**src/rtl/cond_sub_64_pipe_if.sv**
```systemverilog
// Streaming operand/result bundle for the pipelined conditional-sum subtractor.
// The master drives operands and output acceptance; the slave is the subtractor.
interface cond_sub_64_pipe_if #(
  parameter int WIDTH = 64
);
  logic             in_valid;
  logic             in_ready;
  logic [WIDTH-1:0] a;
  logic [WIDTH-1:0] b;
  logic             bin;
  logic             out_valid;
  logic             out_ready;
  logic [WIDTH-1:0] diff;
  logic             bout;
  logic             zero;
  logic             ovf;
  logic             lt_u;
  logic             lt_s;

  modport master (
    output in_valid, a, b, bin, out_ready,
    input  in_ready, out_valid, diff, bout, zero, ovf, lt_u, lt_s
  );

  modport slave (
    input  in_valid, a, b, bin, out_ready,
    output in_ready, out_valid, diff, bout, zero, ovf, lt_u, lt_s
  );
endinterface

```
**src/rtl/cond_sub_64_pipe.sv**
```systemverilog
// Two-stage valid/ready subtractor: a - b - bin via carry-select slices on a + ~b + ~bin.
// Stage 1 resolves the low half, stage 2 the high half plus all flags.
module cond_sub_64_pipe #(
  parameter int WIDTH = 64,
  parameter int SLICE = 8
) (
  input logic              clk,
  input logic              rst,
  cond_sub_64_pipe_if.slave bus
);
  localparam int HALF   = WIDTH / 2;
  localparam int NSLICE = HALF / SLICE;

  // Each slice computes both carry-in outcomes; the rippling carry only drives the muxes.
  function automatic logic [HALF:0] csel_add(input logic [HALF-1:0] x,
                                             input logic [HALF-1:0] y,
                                             input logic            cin);
    logic [HALF-1:0] sum;
    logic            c;
    logic [SLICE:0]  r0;
    logic [SLICE:0]  r1;
    sum = '0;
    c   = cin;
    for (int i = 0; i < NSLICE; i++) begin
      r0 = {1'b0, x[i*SLICE +: SLICE]} + {1'b0, y[i*SLICE +: SLICE]};
      r1 = {1'b0, x[i*SLICE +: SLICE]} + {1'b0, y[i*SLICE +: SLICE]} + (SLICE+1)'(1);
      sum[i*SLICE +: SLICE] = c ? r1[SLICE-1:0] : r0[SLICE-1:0];
      c = c ? r1[SLICE] : r0[SLICE];
    end
    return {c, sum};
  endfunction

  logic             s1_valid;
  logic [HALF-1:0]  s1_diff_lo;
  logic             s1_carry;
  logic [HALF-1:0]  s1_a_hi;
  logic [HALF-1:0]  s1_b_hi;

  logic             out_valid_q;
  logic [WIDTH-1:0] diff_q;
  logic             bout_q, zero_q, ovf_q, lt_u_q, lt_s_q;

  logic             adv1, adv2;
  logic [HALF:0]    lo_sum;
  logic [HALF:0]    hi_sum;
  logic [WIDTH-1:0] full_diff;
  logic             borrow_c;
  logic             ovf_c;

  assign adv2         = !out_valid_q || bus.out_ready;
  assign adv1         = !s1_valid || adv2;
  assign bus.in_ready = adv1 && !rst;

  assign lo_sum    = csel_add(bus.a[HALF-1:0], ~bus.b[HALF-1:0], ~bus.bin);
  assign hi_sum    = csel_add(s1_a_hi, ~s1_b_hi, s1_carry);
  assign full_diff = {hi_sum[HALF-1:0], s1_diff_lo};
  assign borrow_c  = ~hi_sum[HALF];
  assign ovf_c     = (s1_a_hi[HALF-1] != s1_b_hi[HALF-1]) &&
                     (full_diff[WIDTH-1] != s1_a_hi[HALF-1]);

  // NOTE: non-blocking assignments keep every register sampling pre-edge values,
  // so s1 and the output stage can hand off on the same edge without ordering races.
  always_ff @(posedge clk) begin
    // NOTE: data registers are reset too (not only valids) so outputs read 0 after reset.
    if (rst) begin
      s1_valid   <= 1'b0;
      s1_diff_lo <= '0;
      s1_carry   <= 1'b0;
      s1_a_hi    <= '0;
      s1_b_hi    <= '0;
    end else if (adv1) begin
      s1_valid <= bus.in_valid;
      if (bus.in_valid) begin
        s1_diff_lo <= lo_sum[HALF-1:0];
        s1_carry   <= lo_sum[HALF];
        s1_a_hi    <= bus.a[WIDTH-1:HALF];
        s1_b_hi    <= bus.b[WIDTH-1:HALF];
      end
    end
  end

  always_ff @(posedge clk) begin
    if (rst) begin
      out_valid_q <= 1'b0;
      diff_q      <= '0;
      bout_q      <= 1'b0;
      zero_q      <= 1'b0;
      ovf_q       <= 1'b0;
      lt_u_q      <= 1'b0;
      lt_s_q      <= 1'b0;
    end else if (adv2) begin
      out_valid_q <= s1_valid;
      // A bubble only drops out_valid; the last data stays put.
      if (s1_valid) begin
        diff_q <= full_diff;
        bout_q <= borrow_c;
        zero_q <= (full_diff == '0);
        ovf_q  <= ovf_c;
        lt_u_q <= borrow_c;
        lt_s_q <= full_diff[WIDTH-1] ^ ovf_c;
      end
    end
  end

  assign bus.out_valid = out_valid_q;
  assign bus.diff      = diff_q;
  assign bus.bout      = bout_q;
  assign bus.zero      = zero_q;
  assign bus.ovf       = ovf_q;
  assign bus.lt_u      = lt_u_q;
  assign bus.lt_s      = lt_s_q;
endmodule

```
**src/flat_wrapper.sv**
```systemverilog
// flat-port wrapper written by rule: the top's interface ports become plain ports
module cond_sub_64_pipe_flat 
#(
  parameter int WIDTH = 64,
  parameter int SLICE = 8
)
  (clk, rst, bus_in_valid, bus_a, bus_b, bus_bin, bus_out_ready, bus_in_ready, bus_out_valid, bus_diff, bus_bout, bus_zero, bus_ovf, bus_lt_u, bus_lt_s);
  cond_sub_64_pipe_if #(.WIDTH(WIDTH)) bus_i ();
  input logic clk;
  input logic rst;
  input wire logic [$bits(bus_i.in_valid)-1:0] bus_in_valid;
  input wire logic [$bits(bus_i.a)-1:0] bus_a;
  input wire logic [$bits(bus_i.b)-1:0] bus_b;
  input wire logic [$bits(bus_i.bin)-1:0] bus_bin;
  input wire logic [$bits(bus_i.out_ready)-1:0] bus_out_ready;
  output wire logic [$bits(bus_i.in_ready)-1:0] bus_in_ready;
  output wire logic [$bits(bus_i.out_valid)-1:0] bus_out_valid;
  output wire logic [$bits(bus_i.diff)-1:0] bus_diff;
  output wire logic [$bits(bus_i.bout)-1:0] bus_bout;
  output wire logic [$bits(bus_i.zero)-1:0] bus_zero;
  output wire logic [$bits(bus_i.ovf)-1:0] bus_ovf;
  output wire logic [$bits(bus_i.lt_u)-1:0] bus_lt_u;
  output wire logic [$bits(bus_i.lt_s)-1:0] bus_lt_s;
  assign bus_i.in_valid = bus_in_valid;
  assign bus_i.a = bus_a;
  assign bus_i.b = bus_b;
  assign bus_i.bin = bus_bin;
  assign bus_i.out_ready = bus_out_ready;
  assign bus_in_ready = bus_i.in_ready;
  assign bus_out_valid = bus_i.out_valid;
  assign bus_diff = bus_i.diff;
  assign bus_bout = bus_i.bout;
  assign bus_zero = bus_i.zero;
  assign bus_ovf = bus_i.ovf;
  assign bus_lt_u = bus_i.lt_u;
  assign bus_lt_s = bus_i.lt_s;
  cond_sub_64_pipe #(.WIDTH(WIDTH), .SLICE(SLICE)) u_core (.clk(clk), .rst(rst), .bus(bus_i));
endmodule
```
**config.mk**
```make
export PLATFORM = sky130hd
export DESIGN_NAME = cond_sub_64_pipe_flat
export DESIGN_NICKNAME = d
export VERILOG_FILES = /design/src/rtl/cond_sub_64_pipe_if.sv /design/src/rtl/cond_sub_64_pipe.sv /design/src/flat_wrapper.sv
export SDC_FILE = /design/constraint.sdc
export NUM_CORES = 1
export LEC_CHECK = 0
export ABC_AREA = 1
export CORE_UTILIZATION = 30
export CTS_BUF_LIST = sky130_fd_sc_hd__clkbuf_16
export DETAILED_ROUTE_END_ITERATION = 10
export SLEW_MARGIN = 20
export SYNTH_ARGS = -nofsm -noshare
export SYNTH_HDL_FRONTEND = slang
export SYNTH_SLANG_ARGS = --single-unit
```
**constraint.sdc**
```tcl
create_clock -name clk -period 4.5 [get_ports clk]
set_input_delay 0.9 -clock clk [delete_from_list [all_inputs] [get_ports clk]]
set_output_delay 0.9 -clock clk [all_outputs]
set_load 0.05 [all_outputs]
```
* Word-level counts from Yosys, hierarchy flattened *
Index checks and enable logic that the tools add are counted.

cells by class
  $add $sub $neg = 16
  multipliers = 0
  divide/modulo/power cells = 0
  order comparisons = 0
  equal/unequal tests = 2
  shifts and indexed selects = 0
  mux-type cells = 16
  bitwise gates (word level) = 4
  reductions and logical operators = 10

operator list
  cell                 number
  $add 8x8->9          8
  $add 9x1->9 const B  8
  $logic_not 64->1     1
  $mux 8               8
  $not 32->32          2
  $mux 1               8
  $reduce_and 2->1     2
  $logic_not 1->1      3
  $logic_and 1x1->1    2
  $logic_or 1x1->1     2
  $ne 1x1->1           2
  $not 1->1            1
  $xor 1x1->1          1

word-level totals
  register bits after elaboration = 167
  bits in latches = 0
  bits in writable memories = 0
  bits in read-only memories = 0
  bits of input ports = 133
  output and inout bits = 71
  word-level logic and storage cells = 59
  memories = 0

* Longest topological paths before layout *
  depth after elaboration = 10
  gate-level depth with buffers = 26
  mapped depth without buffers = 26

* Least setup slack after synthesis *
OpenSTA, ideal clock, no wires.

  path type = input to register
  start = input port bus_b[0]
  end = register u_core.s1_diff_lo[27]
  setup time = 0.109 ns
  arrival time = 3.451 ns
  data required time = 4.391 ns
  slack = 0.940 ns
  stages on the path = 25
  path buffers = 0
  cells stage by stage = inv_1 ha_1 inv_1 fa_1 inv_1 ha_1 inv_1 nor2_1 nand2_1 nor2_2 inv_2 nor3_2 inv_1 nor2_1 nand3_1 nand2_2 nand2_1 nand2_2 nand2_1 nand2_4 inv_4 nand2_1 nand3_1 nand2_1 inv_1

between the ends
  cells in the longest elaborated chain, start to end = 7

RTL lines
  item                    RTL line                                        RTL
  from (decl)             flat_wrapper.sv:13                              input wire logic [$bits(bus_i.b)-1:0] bus_b;
  $not 32->32 *           cond_sub_64_pipe.sv:54                          assign lo_sum = csel_add(bus.a[HALF-1:0], ~bus.b[HALF-1:0], ~bus.bin);
  $add 8x8->9 *           cond_sub_64_pipe.sv:25, cond_sub_64_pipe.sv:26
  $add 9x1->9             cond_sub_64_pipe.sv:26                          r1 = {1'b0, x[i*SLICE +: SLICE]} + {1'b0, y[i*SLICE +: SLICE]} + (SLICE+1)'(1);
  $mux 1 * (3 in series)  cond_sub_64_pipe.sv:28                          c = c ? r1[SLICE] : r0[SLICE];
  $mux 8 *                cond_sub_64_pipe.sv:27                          sum[i*SLICE +: SLICE] = c ? r1[SLICE-1:0] : r0[SLICE-1:0];
  to (signal assigned)    cond_sub_64_pipe.sv:74                          s1_diff_lo <= lo_sum[HALF-1:0];
  to (decl)               cond_sub_64_pipe.sv:34                          logic [HALF-1:0] s1_diff_lo;

Mark *: on every way between the ends. The rest lies on a longest branch, timed or not.
A chain may end at the register's enable or synchronous reset.

* Worst setup path in the final report *
  start = input port bus_b[0]
  end = register u_core.s1_diff_lo[26]

The elaborated chain is that of the path after synthesis.

==> results.md <==
* Initial antenna violation count at 0
* CTS tree: yes
* Min Tclk post-route at 3930 ps
* Cell Rows at 69
* DR WL/cell at 13.1 um
* Final worst slack at 572 ps
* Buf/Inv on CP at 9
* Reg-to-Reg End: u_core.bus.zero$_SDFFE_PP0P_
* Max VDD drop at roughly 220 uV
* Vias in the first global route at a little under 10000
* Hold depth at 2
* Post-synth EDFFs at 0
* Area growth from synthesis to final layout at 28.0%
* Clock root cell: clkbuf_16
* Slew headroom at 0.325
* Buffers on Ports at between 200 and 250
* Global-route wire length before repair at ~48000 um
* Fmax at between 200 and 300 MHz
* Hold Crit Endpoint: u_core.s1_b_hi[15]$_SDFFE_PP0P_
* Non-filler cells, final at about 2200
* Most used cell along the critical path: inv_1
* Most frequent cells in the layout: 264 x inv_1, 258 x nand2_1, 202 x clkdlybuf4s50_1
* Yosys cell types at between 40 and 50
* Routed Antenna Nets at 0
* Mapped Cells at ~1600
* Post-CTS Setup Bufs at 0
* Seq cells post-synth at between 150 and 200
* Area contributors post-synth: dfxtp_1 31%, inv_1 9.2%, nand2_1 9.0%
* Total power at 0.00498 W
* Worst-Margin Slew at between 1000 and 1500 ps
* Async S/R FF share, synth at 0
* Hold WC Path Type: flip-flop to flip-flop
* Clock sink count at 167
* DRT Wirelength at 29200 um
* Endpoints failing setup at 0
* Mapped Area at 10800 um^2
* Slowest stage delay, CP at approximately 450 ps
* Arrival time at the worst endpoint at between 4000 and 5000 ps
* Crit end category: flip-flop
* # DRC at 0
* Setup crit start: bus_b[0]
* RSZ-0062 raised after global routing: false
* Setup TNS at 0 ps
* GP Congestion at 0.860
* Post-CTS sizing at 0
* Clk pin slew, worst setup/hold paths at around 60 ps
* Dominant synthesized flop cell: dfxtp_1
* Pre-CTS WS at between 90 and 100 ps
* Mean Syn Cell Area at slightly below 7 um^2
* Die height at 191 um
* Max_cap viols at 0
* Critical Path Start Type: input port
* Detailed router's first-iteration violation count at 569
* Status: finished, final reports clean
* Reg2reg start: u_core.s1_b_hi[0]$_SDFFE_PP0P_
* Final period util at 0.873
* R2R setup slack at 1000 ps
* Total track usage at 0.163
* Max-slew violations at 0
* DR vias/cell at about 4.6
* Io pins at about 200
* Post-synthesis sequential area ratio at 0.310
* Area share of the largest cell type after synthesis at 0.310
* Critical hold path startpoint: u_core.s1_b_hi[15]$_SDFFE_PP0P_
* Crit-path slowest cell: clkdlybuf4s50_1
* Net Count, Synth at 1798
* Clk buf depth at 2
* Crit-path max FO at 10
* Dpl cells at 2203
* Num CTS Buffers at 17
* Initial Utilization at 0.304
* Worst endpoint required time at slightly below 5000 ps
* Worst-Skew Late Latency at between 400 and 500 ps
* Post-DP HPWL at roughly 22000 um
* Core Box Area at around 35000 um^2
* Most common cell after layout, fill and taps aside: inv_1
* Placed Area at 13200 um^2
* Pin count of the biggest net entering global routing at around 80
* Diode count at 0
* Clock Skew at 8.08 ps
* Ys Warns at 0
* Power Dens Cells at 362 nW/um^2
* CP top delay family: simple AND/OR/NAND/NOR gates
* DIE AREA at around 37000 um^2
* Yosys top cell by area: dfxtp_1
* Crit Path Class: input port to flip-flop
* Hold buffer count at CTS at 0
* Nets at slightly below 2000
* R2R depth at 24
* Routed vias at ~10000
* Final Instance Area at roughly 14000 um^2
* DR pass1 iterations at 5
* Hold Vio Cnt, Final at 0
* Die W at around 190 um
* Leakage power at 6.52 nW
* Share of cells above drive strength 1 at 0.0507
* Total global routing overflow at 0
* Htree depth at 4
## how the worst max path moves through the flow
| stage | to | slack (ps) | cells after the start |
|---|---|---|---|
| finish | u_core.s1_diff_lo[26]$_SDFFE_PP0P_ | 570 | 26 |
| global route | u_core.s1_diff_lo[24]$_SDFFE_PP0P_ | 210 | 26 |
| detailed placement | u_core.s1_diff_lo[31]$_SDFFE_PP0P_ | 100 | 26 |
| global placement | u_core.s1_carry$_SDFFE_PP0P_ | 180 | 26 |
| floorplan | u_core.s1_diff_lo[27]$_SDFFE_PP0P_ | 940 | 25 |
| CTS | u_core.s1_diff_lo[26]$_SDFFE_PP0P_ | 570 | 26 |
## state kept, by name, summed over array words and instances (netlist names)
name,cells
u_core.s1_carry,1
u_core.s1_diff_lo,32
u_core.bus.lt_u,1
u_core.s1_a_hi,32
u_core.s1_valid,1
u_core.bus.diff,64
u_core.bus.lt_s,1
u_core.bus.zero,1
u_core.s1_b_hi,32
u_core.bus.ovf,1
u_core.bus.out_valid,1
## cell usage after synthesis, types with 3 or more instances
cell type and instances:
nand2_1 259, xnor2_1 19, inv_2 6, a21o_1 3, clkbuf_1 47, nor4_1 8
dfxtp_1 167, nand4_1 23, ha_1 72, nor2_1 192, nor2_4 3, a211oi_1 3
o21ai_0 148, buf_1 5, o211ai_1 14, or2_2 9, a21oi_1 125, nand3b_1 6
nand3_1 85, nor2_2 3, nand2_2 12, nand3_4 4, xor2_1 56, inv_1 265
o21ai_1 7, nor3_1 8, nand2_8 5, o21bai_1 3, fa_1 8
## cell type report
| cell class | count | area, um^2 |
|---|---|---|
| Clock buffer | 17 | 425 |
| Clock inverter | 15 | 115 |
| Fill cell | 3716 | 21700 |
| Inverter | 273 | 1030 |
| Multi-Input combinational cell | 1090 | 6180 |
| Sequential cell | 167 | 3340 |
| Tap cell | 461 | 577 |
| Timing Repair Buffer | 212 | 2110 |
## worst min-delay path, cell delays in order, from the launching register on
cell	delay (ps)
dfxtp_1	300
inv_1	60
a21oi_1	60
## through the flow
stage / hold slack [ps] / utilization
3_5_place_dp: 458 / 0.373
3_3_place_gp: 449 / 0.373
6_report: 463 / 0.388
4_1_cts: 467 / 0.388
2_1_floorplan: 435 / -
5_1_grt: 483 / 0.388
## where the power goes
part	total (W)	leakage [nW]	internal (W)	switching (W)
combinational	0.00189	4.88	0.000700	0.00119
clock	0.00141	0.262	0.000753	0.000656
sequential	0.00168	1.38	0.00161	0.0000748
total	0.00498	6.52	0.00306	0.00193
## layer usage
metal  GRT usage  routed length [um]
met1       0.193               13100
met2       0.295               14300
met3      0.0340                1490
met4      0.0400                 288
met5           0                   0
## kinds of logic after synthesis
logic type / synth area share
DFF: 0.310
and+or+nand+nor: 0.259
adders and majority gates: 0.0985
buffers and inverters: 0.116
xor gates and xnor gates: 0.0625
AOI/OAI and AO/OA: 0.153
Power figures use the tool's default switching activity.
